`config.mk`:
```
export PLATFORM = sky130hd
export DESIGN_NAME = simon_seq_player_flat
export DESIGN_NICKNAME = d
export VERILOG_FILES = /design/src/rtl/simon_seq_player_pkg.sv /design/src/rtl/simon_seq_player_if.sv /design/src/rtl/simon_seq_player_lfsr.sv /design/src/rtl/simon_seq_player.sv /design/src/flat_wrapper.sv
export SDC_FILE = /design/constraint.sdc
export NUM_CORES = 1
export LEC_CHECK = 0
export ABC_CLOCK_PERIOD_IN_PS = 5700
export CAP_MARGIN = 15
export CORE_ASPECT_RATIO = 0.5
export CORE_MARGIN = 2
export CORE_UTILIZATION = 55
export CTS_CLUSTER_DIAMETER = 100
export CTS_CLUSTER_SIZE = 12
export DETAILED_ROUTE_END_ITERATION = 12
export DONT_BUFFER_PORTS = 1
export PLACE_DENSITY = 0.7
export SLEW_MARGIN = 25
export SYNTH_ARGS = -nofsm -noshare
export SYNTH_HDL_FRONTEND = slang
export SYNTH_SLANG_ARGS = --single-unit
```
`constraint.sdc`:
```
create_clock -name clock -period 5.7 [get_ports clock]
set_clock_uncertainty 0.05 [all_clocks]
set_input_delay 0.57 -clock clock [delete_from_list [all_inputs] [get_ports clock]]
set_output_delay 0.57 -clock clock [all_outputs]
set_load 0.01 [all_outputs]
```
`src/rtl/simon_seq_player_pkg.sv`:
```
// Simon Says sequencer: shared widths, number type and FSM states.
// Package simon_pkg; imported by the interface, LFSR and top.
package simon_pkg;

  localparam int NUM_W     = 2;
  localparam int ADDR_W    = 4;
  localparam int MEM_DEPTH = 16;

  typedef logic [NUM_W-1:0] num_t;

  typedef enum logic [3:0] {
    IDLE,
    APPEND,
    PLAY_RD,
    PLAY_CAP,
    SHOW_ON,
    SHOW_OFF,
    USER_RD,
    USER_CAP,
    USER_WAIT
  } state_e;

endpackage

```
`src/rtl/simon_seq_player_if.sv`:
```
// Game number memory bus: the sequencer is master, memory is slave.
// Read data is registered and valid the cycle after the address.
interface simon_seq_player_if;
  import simon_pkg::*;

  logic [ADDR_W-1:0] address;
  logic              rw;
  num_t              in_num;
  num_t              out_num;

  modport master (
    output address,
    output rw,
    output in_num,
    input  out_num
  );

  modport slave (
    input  address,
    input  rw,
    input  in_num,
    output out_num
  );

endinterface

```
`src/rtl/simon_seq_player_lfsr.sv`:
```
// 8-bit Fibonacci LFSR, taps 8,6,5,4, free-running.
// A zero seed would lock up, so it is replaced by 8'h01.
module simon_lfsr #(
  parameter logic [7:0] SEED = 8'hA5
) (
  input  logic       clock,
  input  logic       reset_n,
  output logic [7:0] state
);

  localparam logic [7:0] INIT =
    (SEED == 8'h00) ? 8'h01 : SEED;

  always_ff @(posedge clock or negedge reset_n) begin
    if (!reset_n) begin
      state <= INIT;
    end else begin
      state <= {state[6:0],
                state[7] ^ state[5] ^ state[4] ^ state[3]};
    end
  end

endmodule

```
`src/rtl/simon_seq_player.sv`:
```
// Simon Says game sequencer: append, play back, check presses.
// Optional press timeout enabled by defining SIMON_TIMEOUT_EN.
module simon_seq_player
  import simon_pkg::*;
#(
  parameter int          MAX_LEN    = 11,
  parameter logic [15:0] ON_CYCLES  = 16'd50,
  parameter logic [15:0] OFF_CYCLES = 16'd25,
  parameter logic [7:0]  LFSR_SEED  = 8'hA5
`ifdef SIMON_TIMEOUT_EN
  ,
  parameter logic [15:0] TIMEOUT_CYCLES = 16'd1000
`endif
) (
  input  logic                clock,
  input  logic                reset_n,
  input  logic                start,
  input  logic                btn_valid,
  input  num_t                btn_num,
  output logic                btn_ready,
  output logic                led_valid,
  output num_t                led_num,
  output logic                busy,
  output logic [3:0]          round_len,
  output logic                win,
  output logic                lose,
  simon_seq_player_if.master  mem
);

  state_e      state_q, state_d;
  logic [4:0]  len_q;
  logic [4:0]  idx_q;
  logic [15:0] cnt_q;
  num_t        led_q;
  num_t        exp_q;
  logic        win_q, lose_q;
  logic        win_d, lose_d;
  logic [7:0]  lfsr;
  logic        unused_lfsr;

  logic [4:0]  idx_inc;
  logic        last;
  logic        hit;
  logic        on_done;
  logic        off_done;
  logic        to_done;

  simon_lfsr #(.SEED(LFSR_SEED)) u_lfsr (
    .clock   (clock),
    .reset_n (reset_n),
    .state   (lfsr)
  );

  assign unused_lfsr = ^lfsr[7:2];

  assign idx_inc  = idx_q + 5'd1;
  assign last     = (idx_inc == len_q);
  assign hit      = (btn_num == exp_q);
  assign on_done  = (cnt_q == ON_CYCLES - 16'd1);
  assign off_done = (cnt_q == OFF_CYCLES - 16'd1);

`ifdef SIMON_TIMEOUT_EN
  logic [15:0] timer_q;
  assign to_done = (timer_q == TIMEOUT_CYCLES - 16'd1);
`else
  assign to_done = 1'b0;
`endif

  assign btn_ready = (state_q == USER_WAIT);
  assign led_valid = (state_q == SHOW_ON);
  assign busy      = (state_q != IDLE);
  assign led_num   = led_q;
  assign round_len = len_q[3:0];
  assign win       = win_q;
  assign lose      = lose_q;

  always_ff @(posedge clock or negedge reset_n) begin
    if (!reset_n) begin
      state_q <= IDLE;
    end else begin
      state_q <= state_d;
    end
  end

  always_comb begin
    state_d     = state_q;
    win_d       = 1'b0;
    lose_d      = 1'b0;
    mem.address = '0;
    mem.rw      = 1'b0;
    mem.in_num  = '0;
    unique case (state_q)
      IDLE: ;
      APPEND: begin
        mem.address = len_q[3:0];
        mem.rw      = 1'b1;
        mem.in_num  = lfsr[1:0];
        state_d     = PLAY_RD;
      end
      PLAY_RD: begin
        mem.address = idx_q[3:0];
        state_d     = PLAY_CAP;
      end
      PLAY_CAP: state_d = SHOW_ON;
      SHOW_ON: begin
        if (on_done) state_d = SHOW_OFF;
      end
      SHOW_OFF: begin
        if (off_done)
          state_d = last ? USER_RD : PLAY_RD;
      end
      USER_RD: begin
        mem.address = idx_q[3:0];
        state_d     = USER_CAP;
      end
      USER_CAP: state_d = USER_WAIT;
      USER_WAIT: begin
        if (btn_valid) begin
          if (!hit) begin
            lose_d  = 1'b1;
            state_d = IDLE;
          end else if (!last) begin
            state_d = USER_RD;
          end else if (len_q == 5'(MAX_LEN)) begin
            win_d   = 1'b1;
            state_d = IDLE;
          end else begin
            state_d = APPEND;
          end
        end else if (to_done) begin
          lose_d  = 1'b1;
          state_d = IDLE;
        end
      end
      default: state_d = IDLE;
    endcase
    // a restart abandons the game silently, even over a press
    if (start) begin
      state_d = APPEND;
      win_d   = 1'b0;
      lose_d  = 1'b0;
    end
  end

  always_ff @(posedge clock or negedge reset_n) begin
    if (!reset_n) begin
      len_q  <= '0;
      idx_q  <= '0;
      cnt_q  <= '0;
      led_q  <= '0;
      exp_q  <= '0;
      win_q  <= 1'b0;
      lose_q <= 1'b0;
    end else begin
      win_q  <= win_d;
      lose_q <= lose_d;
      if (start) begin
        len_q <= '0;
        idx_q <= '0;
        cnt_q <= '0;
      end else begin
        unique case (state_q)
          APPEND: begin
            len_q <= len_q + 5'd1;
            idx_q <= '0;
          end
          PLAY_CAP: begin
            led_q <= mem.out_num;
            cnt_q <= '0;
          end
          SHOW_ON: begin
            cnt_q <= on_done ? 16'd0 : cnt_q + 16'd1;
          end
          SHOW_OFF: begin
            if (off_done) begin
              cnt_q <= '0;
              idx_q <= last ? 5'd0 : idx_inc;
            end else begin
              cnt_q <= cnt_q + 16'd1;
            end
          end
          USER_CAP: exp_q <= mem.out_num;
          USER_WAIT: begin
            if (btn_valid && hit)
              idx_q <= last ? 5'd0 : idx_inc;
          end
          default: ;
        endcase
      end
    end
  end

`ifdef SIMON_TIMEOUT_EN
  always_ff @(posedge clock or negedge reset_n) begin
    if (!reset_n) begin
      timer_q <= '0;
    end else if (state_q == USER_CAP) begin
      timer_q <= '0;
    end else if (state_q == USER_WAIT) begin
      timer_q <= timer_q + 16'd1;
    end
  end
`endif

endmodule

```
`src/flat_wrapper.sv`:
```
// flat-port wrapper written by rule: the top's interface ports become plain ports
module simon_seq_player_flat import simon_pkg::*;
#(
  parameter int          MAX_LEN    = 11,
  parameter logic [15:0] ON_CYCLES  = 16'd50,
  parameter logic [15:0] OFF_CYCLES = 16'd25,
  parameter logic [7:0]  LFSR_SEED  = 8'hA5

)
  (clock, reset_n, start, btn_valid, btn_num, btn_ready, led_valid, led_num, busy, round_len, win, lose, mem_address, mem_rw, mem_in_num, mem_out_num);
  simon_seq_player_if mem_i ();
  input  logic clock;
  input  logic reset_n;
  input  logic start;
  input  logic btn_valid;
  input  num_t btn_num;
  output logic btn_ready;
  output logic led_valid;
  output num_t led_num;
  output logic busy;
  output logic [3:0] round_len;
  output logic win;
  output logic lose;
  output wire logic [$bits(mem_i.address)-1:0] mem_address;
  output wire logic [$bits(mem_i.rw)-1:0] mem_rw;
  output wire logic [$bits(mem_i.in_num)-1:0] mem_in_num;
  input wire logic [$bits(mem_i.out_num)-1:0] mem_out_num;
  assign mem_address = mem_i.address;
  assign mem_rw = mem_i.rw;
  assign mem_in_num = mem_i.in_num;
  assign mem_i.out_num = mem_out_num;
  simon_seq_player #(.MAX_LEN(MAX_LEN), .ON_CYCLES(ON_CYCLES), .OFF_CYCLES(OFF_CYCLES), .LFSR_SEED(LFSR_SEED)) u_core (.clock(clock), .reset_n(reset_n), .start(start), .btn_valid(btn_valid), .btn_num(btn_num), .btn_ready(btn_ready), .led_valid(led_valid), .led_num(led_num), .busy(busy), .round_len(round_len), .win(win), .lose(lose), .mem(mem_i));
endmodule
```
==> flow_metrics.py, run 1 <==
metrics = {
    "power": {
        "leakagePower_nw": 1.13,
        "power_mw": 0.662,
        "power.density_nw_per_um2": 247,
        "ir_worst_vdd_mv": 0.111,
    },
    "sta": {
        "period_share": 0.454,
        "hold_viol_final": 0,
        "setup_violations": 0,
        "holdWs_ps": 42.9,
        "tightest_slew_ps": 671,
        "fin_tns_setup_ps": 0,
        "slew_headroom": 0.553,
        "rsz0062_at_grt": "false",
        "slew_violations": 0,
        "timing.fmax_ghz": 0.387,
        "fin_crit_ps": 2590,
    },
    "synthesis": {
        "ys.flop_type": "dfrtp_1",
        "seq_area_frac_synth": 0.430,
        "postSynthAreaPerCell_um2": 9.43,
        "yosysWarningCount": 0,
        "ys_ff_latch": 44,
        "synth-edff-count": 0,
        "synth_cell_types": 48,
        "yosysTopAreaCellShare": 0.389,
        "yosysTopAreaCell": "dfrtp_1",
        "netlist_area_um2": 2570,
        "netlist_instances": 273,
        "syn_nets": 286,
        "synthTopCellsByArea": "dfrtp_1 (39%), o21ai_1 (5.1%), dfstp_2 (4.1%)",
        "async_reset_ff_frac": 1.00,
    },
    "layout": {
        "final_nets": 278,
        "post-route-util": 0.602,
        "drive_gt1_frac": 0.0940,
        "diodes": 0,
        "area_growth_pct": 3.89,
    },
    "global_route": {
        "gr-total-overflow": 0,
        "grt_max_degree": 41,
        "grt_pass1_wl_mm": 8.91,
        "grt_pass1_vias": 1878,
        "antenna_found_initial": 0,
        "grtUsageTotal": 0.222,
    },
    "critical_path": {
        "required_ps": 5830,
        "crit_path_max_fanout": 24,
        "critPathLaunch": "u_core.state_q[0]$_DFFE_PN0P_",
        "critical_path_depth": 7,
        "path_delay_family": "flip-flops",
        "r2r_end": "u_core.cnt_q[4]$_DFFE_PN0P_",
        "critPathArrivalTime_ps": 2720,
        "r2r_slack_ps": 3110,
        "crit_chain": "nor3_1, a32oi_1, buf_2, buf_4, nor2_1, o21ai_1, o31ai_1",
        "worstSetupEndpoint": "u_core.cnt_q[4]$_DFFE_PN0P_",
        "path_class": "reg -> reg",
        "worst-path-buf-inv": 2,
        "cpMaxStageDelayCell": "dfrtp_1",
        "start_kind": "flip-flop",
        "end_kind": "flip-flop",
        "slowest_delay_ps": 780,
        "reg2reg_from": "u_core.state_q[0]$_DFFE_PN0P_",
        "worstRegToRegCells": 7,
    },
    "clocking": {
        "cts_sinks": 44,
        "root_buffer": "clkbuf_8",
        "clk_latency_ps": 310,
        "post_cts_buffers": 0,
        "ctsResizeCount": 0,
        "cts_buffer_depth": 2,
        "h-tree-depth": 2,
        "cts_tree": "done",
        "cts_buffers": 5,
        "hold_buffers": 1,
        "clk_pin_slew_ps": 90,
    },
    "placed_design": {
        "dp_hpwl_mm": 3.58,
        "io_buffers": 0,
        "place.gp.congestion": 0.825,
    },
    "detailed_routing": {
        "routedWlPerCell_um": 16.0,
        "viasPerCell": 6.22,
        "first_pass_iters": 4,
        "drt-total-wl_mm": 5.16,
        "drc": 0,
        "ant_nets": 0,
        "vias": 2009,
        "drt-initial-drc-count": 75,
    },
    "floorplanning": {
        "die_w_um": 101,
        "core-area_um2": 4450,
        "die_area_um2": 5280,
        "chipHeight_um": 52.4,
        "pin_count": 26,
        "rows": 17,
        "start_util": 0.579,
    },
    "status": {
        "outcome": "completed",
    },
    "hold_path": {
        "min_path_type": "in -> async",
    },
    "run": {
        "cap_violations": 0,
    },
}
## synthesized netlist by cell type, types with 2 or more instances
master and instances:
ha_1 5, nand2_1 12, xnor2_1 7, nor2_1 28, a22oi_1 2, nand4_1 8, a32oi_1 8, and2_1 6
o21a_1 3, and3_1 8, o21ai_1 26, nor4_1 2, and4b_1 2, dfstp_2 4, nand2b_1 9, nor2b_1 2
inv_1 8, nand4b_1 2, nand3_1 15, a31oi_1 3, o31ai_1 9, nor3b_1 2, nor3_1 9, dfrtp_1 40
mux2_2 4, a211oi_1 2, clkbuf_1 6, buf_4 8, a21oi_1 4, buf_6 4, xor2_1 8
## how the worst min path moves through the flow
stage,depth (start not counted),end,slack (ps),startpoint
floorplan,0,u_core.cnt_q[0]$_DFFE_PN0P_,220,reset_n
global placement,0,u_core.cnt_q[12]$_DFFE_PN0P_,230,reset_n
detailed placement,0,u_core.cnt_q[1]$_DFFE_PN0P_,230,reset_n
CTS,0,u_core.u_lfsr.state[0]$_DFF_PN1_,40,reset_n
global route,0,u_core.u_lfsr.state[0]$_DFF_PN1_,30,reset_n
finish,0,u_core.u_lfsr.state[5]$_DFF_PN1_,40,reset_n
## report_power, final
| group | internal, mW | switching, mW | leakage (nW) |
|---|---|---|---|
| Sequential | 0.322 | 0.0199 | 0.591 |
| Combinational | 0.0268 | 0.0370 | 0.476 |
| Clock | 0.143 | 0.112 | 0.0614 |
| Total | 0.492 | 0.169 | 1.13 |
## layout by cell type (no fill, tap or decap), types with 3 or more instances in the layout
master / count
o21ai_1: 26
xnor2_1: 7
nand2b_1: 9
clkbuf_8: 6
nand4_1: 8
nand2_1: 12
dfstp_2: 4
inv_1: 8
nor2_1: 28
xor2_1: 8
o31ai_1: 9
a32oi_1: 8
mux2_2: 4
dfrtp_1: 40
a31oi_1: 3
o21a_1: 3
a21oi_1: 4
and2_1: 6
nand3_1: 15
nor3_1: 9
and3_1: 8
ha_1: 5
## flip-flops by register name, indices dropped and copies added (netlist names)
register	cells
u_core.idx_q	5
u_core.state_q	4
u_core.lose	1
u_core.len_q	5
u_core.led_num	2
u_core.u_lfsr.state	8
u_core.exp_q	2
u_core.cnt_q	16
u_core.win	1
## logic make-up after synthesis
family | share of synthesized area
xor+xnor | 0.0510
flops | 0.430
buf+inv | 0.0632
mux | 0.0214
fa+ha+maj | 0.0243
compound gates | 0.173
simple gates | 0.238
## worst register-to-register path, delay by kind of cell, from the launching register on
| family | cells | cell delay (ps) |
|---|---|---|
| AOI/OAI and AO/OA | 3 | 770 |
| buffers and inverters | 2 | 510 |
| DFF | 1 | 780 |
| and+or+nand+nor | 2 | 340 |
## metal layers
layer	wire length (um)	GRT usage	vias up
met5	0	0	-
met3	262	0.0507	7
met4	78	0.0913	0
li1	-	-	975
met2	2320	0.356	48
met1	2500	0.296	979
## layout make-up
type	instances	area [um^2]
repair buffers	4	40.0
well taps	57	71.3
clock buffers	6	82.6
flip-flops and latches	44	1110
fillers	369	1770
clock inverters	2	38.8
inverters	8	30.0
multi-input cells	202	1310
## metrics by stage
stage / worst slack [ps] / std cells / cell area, um^2
2_1_floorplan: 3520 / 273 / 2570
3_3_place_gp: 3060 / 313 / 2530
3_5_place_dp: 2980 / 313 / 2530
6_report: 3110 / 323 / 2680
4_1_cts: 2980 / 322 / 2670
5_1_grt: 2870 / 323 / 2680
No activity file was read; power rests on OpenSTA's default activity.
==> run 2, diff against run 1 <==
- ABC_AREA: not set -> 1
- ABC_CLOCK_PERIOD_IN_PS: 5700 -> 2400
- clock period: 5.7 -> 2.4 ns (I/O delays scaled with it)
==> flow_metrics.py, run 2 <==
metrics = {
    "status": {
        "outcome": "completed",
    },
    "detailed_routing": {
        "drt-total-wl_mm": 5.87,
        "drt-initial-drc-count": 58,
        "ant_nets": 0,
        "routedWlPerCell_um": 14.1,
        "viasPerCell": 5.46,
        "vias": 2278,
        "first_pass_iters": 4,
        "drc": 0,
    },
    "layout": {
        "multiInputGateArea_um2": 1350,
        "num-fill-cells": 390,
        "register_area_um2": 1110,
        "final_nets": 363,
        "fin_cells": 417,
        "area_growth_pct": 8.29,
        "largest_reg_flops": 16,
        "top_regs": "u_core.cnt_q: 16 flops, u_core.u_lfsr.state: 8 flops",
        "regMostFlops": "u_core.cnt_q",
        "diodes": 0,
        "final_cell_mix": "nand2_1 (80), inv_1 (41), dfrtp_1 (40)",
        "drive_gt1_frac": 0.160,
        "final_common_cell": "nand2_1",
    },
    "critical_path": {
        "start_kind": "flip-flop",
        "crit_path_max_fanout": 5,
        "path_class": "reg -> out",
        "required_ps": 2110,
        "end_kind": "output port",
        "critPathArrivalTime_ps": 1610,
    },
    "clocking": {
        "clk_latency_ps": 310,
        "cts_buffers": 5,
        "cts_sinks": 44,
        "cts_tree": "done",
        "post_cts_buffers": 0,
        "ctsResizeCount": 0,
        "hold_buffers": 4,
        "root_buffer": "clkbuf_8",
        "clk_pin_slew_ps": 90,
        "h-tree-depth": 2,
        "cts_buffer_depth": 2,
    },
    "sta": {
        "slew_headroom": 0.691,
        "fin_tns_setup_ps": 0,
        "period_share": 0.791,
        "tightest_slew_ps": 463,
        "rsz0062_at_grt": "false",
        "setup_violations": 0,
        "timing.fmax_ghz": 0.527,
        "slew_violations": 0,
        "hold_viol_final": 0,
        "fin_crit_ps": 1900,
    },
    "hold_path": {
        "min_path_type": "in -> reg",
    },
    "global_route": {
        "antenna_found_initial": 0,
        "grtUsageMet3": 0.0494,
        "met1_usage": 0.319,
        "grt_max_degree": 45,
        "gr-total-overflow": 0,
        "grtUsageTotal": 0.239,
        "met2_usage": 0.397,
        "grt_pass1_wl_mm": 9.87,
        "top_usage_layer": "met2",
        "grt_pass1_vias": 2134,
    },
    "synthesis": {
        "synth-edff-count": 0,
        "synth_cell_types": 42,
        "netlist_instances": 345,
        "syn_nets": 358,
        "yosysTopAreaCell": "dfrtp_1",
        "ys.flop_type": "dfrtp_1",
        "yosysTopAreaCellShare": 0.371,
        "yosysWarningCount": 0,
        "netlist_area_um2": 2700,
        "synth_most_common_cell": "nand2_1",
        "async_reset_ff_frac": 1.00,
        "synth_commonest_cells": "nand2_1 (80), inv_1 (41), dfrtp_1 (40), nor2_1 (31), o21ai_0 (20)",
        "ys_ff_latch": 44,
        "seq_area_frac_synth": 0.410,
        "postSynthAreaPerCell_um2": 7.83,
        "synthTopCellsByArea": "dfrtp_1 (37%), nand2_1 (11%), inv_1 (5.7%)",
    },
    "placed_design": {
        "io_buffers": 0,
        "place.gp.congestion": 0.915,
        "dp.cells": 405,
        "dp_hpwl_mm": 4.27,
    },
    "floorplanning": {
        "core-area_um2": 4550,
        "start_util": 0.593,
        "die_w_um": 103,
        "die_area_um2": 5520,
        "pin_count": 26,
        "chipHeight_um": 53.5,
        "rows": 17,
    },
    "power": {
        "leakagePower_nw": 1.30,
        "ir_worst_vdd_mv": 0.316,
        "power.density_nw_per_um2": 767,
    },
    "run": {
        "cap_violations": 0,
    },
}
==> run 2: cell count changes after synthesis, moves of 8 or more <==
cell	before	now
nand2_1	12	80
inv_1	8	41
o21ai_1	26	5
o21ai_0	1	20
nand2b_1	9	0
a32oi_1	8	0
inv_2	0	8
o31ai_1	9	1
==> run 2: cell families (layout without fill, tap and decap cells) <==
| kind of cell | count (synthesis) | in the layout | synth area share |
|---|---|---|---|
| and+or+nand+nor | 178 | 178 | 0.327 |
| buffers and inverters | 59 | 65 | 0.0922 |
| AOI/OAI and AO/OA | 49 | 49 | 0.115 |
| DFF | 44 | 44 | 0.410 |
| xor gates and xnor gates | 10 | 10 | 0.0324 |
| adders and majority gates | 5 | 5 | 0.0232 |
==> run 2: routing by layer <==
| metal | wire (um) | vias to the layer above |
|---|---|---|
| met5 | 0 | - |
| met4 | 82 | 0 |
| met3 | 272 | 9 |
| met2 | 2740 | 55 |
| met1 | 2780 | 1077 |
| li1 | - | 1137 |
==> run 2: path summary, 6_finish.rpt <==
| kind | cells past startpoint | from | endpoint | slack (ps) |
|---|---|---|---|---|
| setup / recovery | 4 | u_core.state_q[1]$_DFFE_PN0P_ | mem_address[0] | 500 |
| hold / removal | 1 | btn_valid | u_core.lose$_DFF_PN0_ | 30 |
| setup reg to reg | 12 | u_core.idx_q[0]$_DFFE_PN0P_ | u_core.state_q[1]$_DFFE_PN0P_ | 540 |
| hold reg to reg | 0 | u_core.u_lfsr.state[6]$_DFF_PN0_ | u_core.u_lfsr.state[7]$_DFF_PN1_ | 310 |
| max in group asynchronous | 2 | reset_n | u_core.u_lfsr.state[7]$_DFF_PN1_ | 1650 |
| min in group asynchronous | 2 | reset_n | u_core.u_lfsr.state[4]$_DFF_PN0_ | 400 |
==> run 2: worst max-delay path, stage by stage (launching register included) <==
cell and delay (ps):
dfrtp_1 480, inv_2 90, nor3_1 200, inv_1 150, o21ai_0 370
==> run 2: through the flow <==
| step | setup slack, ps | area [um^2] | hold WS (ps) | power (mW) | utilization |
|---|---|---|---|---|---|
| after global routing | 332 | 2920 | 41.6 | 2.39 | 0.642 |
| after global placement | 632 | 2750 | -105 | 1.59 | 0.603 |
| after floorplan | 725 | 2700 | -106 | 1.48 | - |
| after CTS | 525 | 2920 | 25.7 | 2.25 | 0.642 |
| final | 502 | 2920 | 31.0 | 2.24 | 0.642 |
| after detailed placement | 556 | 2750 | -105 | 1.61 | 0.603 |
==> run 2: final cells by class <==
class | count | share of cell area
multi-input combinational | 242 | 0.460
sequential | 44 | 0.378
inverter | 52 | 0.0697
clock buffer | 6 | 0.0282
tap | 66 | 0.0282
timing repair buffer | 5 | 0.0223
clock inverter | 2 | 0.0133
==> run 2: power breakdown <==
group | switching [mW] | internal (mW) | total [mW]
logic | 0.498 | 0.217 | 0.715
registers | 0.106 | 0.809 | 0.915
clock network | 0.273 | 0.341 | 0.613
==> run 3, diff against run 2 <==
- ABC_CLOCK_PERIOD_IN_PS: 2400 -> 1900
- clock period: 2.4 -> 1.9 ns (I/O delays scaled with it)
==> flow_metrics.py, run 3 (synthesized netlist as in run 2, its figures left out) <==
metrics = {
    "sta": {
        "slew_violations": 0,
        "hold_viol_final": 0,
        "fin_crit_ps": 1810,
        "setup_violations": 0,
        "slew_headroom": 0.788,
        "timing.fmax_ghz": 0.552,
        "tightest_slew_ps": 315,
        "holdWs_ps": 18.5,
        "period_share": 0.954,
    },
    "layout": {
        "post-route-util": 0.667,
        "drive_gt1_frac": 0.199,
        "top_regs": "u_core.cnt_q: 16 flops, u_core.u_lfsr.state: 8 flops",
        "regMostFlops": "u_core.cnt_q",
        "num-fill-cells": 408,
        "largest_reg_flops": 16,
        "diodes": 0,
        "final_nets": 373,
        "final_common_cell": "nand2_1",
        "area_growth_pct": 12.5,
        "final_cell_mix": "nand2_1 (79), inv_1 (40), dfrtp_1 (38)",
        "finalInstanceArea_um2": 3040,
    },
    "critical_path": {
        "critPathLaunch": "u_core.state_q[1]$_DFFE_PN0P_",
        "end_kind": "output port",
        "cpMaxStageDelayCell": "dfrtp_1",
        "crit_path_max_fanout": 5,
        "worstRegToRegCells": 12,
        "crit_chain": "inv_2, nor3_1, inv_1, o22ai_1",
        "slowest_delay_ps": 490,
        "critPathArrivalTime_ps": 1570,
        "start_kind": "flip-flop",
        "reg2reg_from": "u_core.idx_q[0]$_DFFE_PN0P_",
        "r2r_slack_ps": 110,
        "path_class": "reg -> out",
        "worstSetupEndpoint": "mem_address[1]",
        "r2r_end": "u_core.state_q[1]$_DFFE_PN0P_",
        "required_ps": 1660,
    },
    "detailed_routing": {
        "routedWlPerCell_um": 14.8,
        "drt-initial-drc-count": 83,
        "vias": 2354,
        "wl_met3_um": 291,
        "dr_wl_met2_mm": 3.05,
        "first_pass_iters": 5,
        "ant_nets": 0,
        "viasPerCell": 5.51,
        "drc": 0,
        "wl_met1_mm": 2.91,
        "drt-total-wl_mm": 6.34,
        "routed.top_layer": "met4",
    },
    "floorplanning": {
        "chipHeight_um": 53.5,
        "core-area_um2": 4550,
        "start_util": 0.593,
        "pin_count": 26,
        "die_area_um2": 5520,
        "rows": 17,
        "die_w_um": 103,
    },
    "global_route": {
        "grtUsageTotal": 0.254,
        "grt_max_degree": 45,
        "grt_pass1_wl_mm": 10.5,
        "antenna_found_initial": 0,
        "gr-total-overflow": 0,
        "grt_pass1_vias": 2246,
    },
    "power": {
        "leakagePower_nw": 1.34,
        "ir_worst_vdd_mv": 0.490,
        "power.density_nw_per_um2": 955,
    },
    "clocking": {
        "cts_tree": "done",
        "cts_sinks": 44,
        "clk_latency_ps": 300,
        "clk_pin_slew_ps": 90,
        "root_buffer": "clkbuf_8",
        "cts_buffers": 5,
        "cts_buffer_depth": 2,
        "h-tree-depth": 2,
    },
    "placed_design": {
        "dp_hpwl_mm": 4.58,
        "place.gp.congestion": 0.877,
        "io_buffers": 0,
        "dpl-instance-area_um2": 2780,
    },
    "hold_path": {
        "hold_path_depth": 3,
        "min_path_type": "in -> reg",
    },
    "run": {
        "cap_violations": 0,
    },
    "status": {
        "outcome": "completed",
    },
}
run 3: cell types whose count changed in the layout (fill, tap and decap cells not counted), sizes merged:
cell / previous run / this run
dlygate4sd3: 3 / 5
clkinv: 2 / 3
clkbuf: 6 / 5
buf: 2 / 10
run 3: area by class of cell:
| cell class | count | area, um^2 | area share |
|---|---|---|---|
| Tap cell | 66 | 82.6 | 0.0272 |
| Clock buffer | 5 | 68.8 | 0.0227 |
| Timing Repair Buffer | 15 | 145 | 0.0478 |
| Sequential cell | 44 | 1110 | 0.365 |
| Multi-Input combinational cell | 242 | 1380 | 0.454 |
| Inverter | 52 | 204 | 0.0672 |
| Clock inverter | 3 | 47.5 | 0.0157 |
run 3: worst min path at each step:
stage,from,end,slack (ps)
2_1_floorplan,reset_n,u_core.cnt_q[0]$_DFFE_PN0P_,-160
3_3_place_gp,reset_n,u_core.cnt_q[15]$_DFFE_PN0P_,-150
3_5_place_dp,reset_n,u_core.cnt_q[15]$_DFFE_PN0P_,-150
4_1_cts,start,u_core.cnt_q[3]$_DFFE_PN0P_,10
5_1_grt,start,u_core.cnt_q[3]$_DFFE_PN0P_,20
6_report,start,u_core.cnt_q[3]$_DFFE_PN0P_,20
run 3: critical path: cells and delay by family, from the launching register on:
family | cells | cell delay (ps)
flops | 1 | 490
simple gates | 1 | 230
buf+inv | 2 | 280
compound gates | 1 | 270
run 3: where the power goes:
part | leakage, nW | internal (mW) | switching (mW) | total (mW)
combinational | 0.698 | 0.328 | 0.683 | 1.01
clock | 0.0583 | 0.396 | 0.342 | 0.738
sequential | 0.587 | 1.03 | 0.123 | 1.15
total | 1.34 | 1.75 | 1.15 | 2.90
run 3: repair_timing:
item / 4_1_cts / 5_1_grt
endpoints found under the setup margin: 0 / 13
hold buffers: 6 / 0
hold endpoints to repair: 50 / 0
resized for setup: 0 / 12
setup buffers: 0 / 3
run 3: per-layer routing:
layer,up-vias,track usage
li1,1156,-
met1,1137,0.324
met2,50,0.435
met3,11,0.0571
met4,0,0.0877
met5,-,0
run 3: stage by stage:
stage          total power, mW  setup WS (ps)  setup TNS (ps)  instances
2_1_floorplan             1.88            225               0        345
3_3_place_gp              2.02            153               0        410
3_5_place_dp              2.05           38.8               0        410
4_1_cts                   2.84           11.3               0        424
5_1_grt                   3.08         -0.942          -0.942        427
6_report                  2.90           87.9               0        427
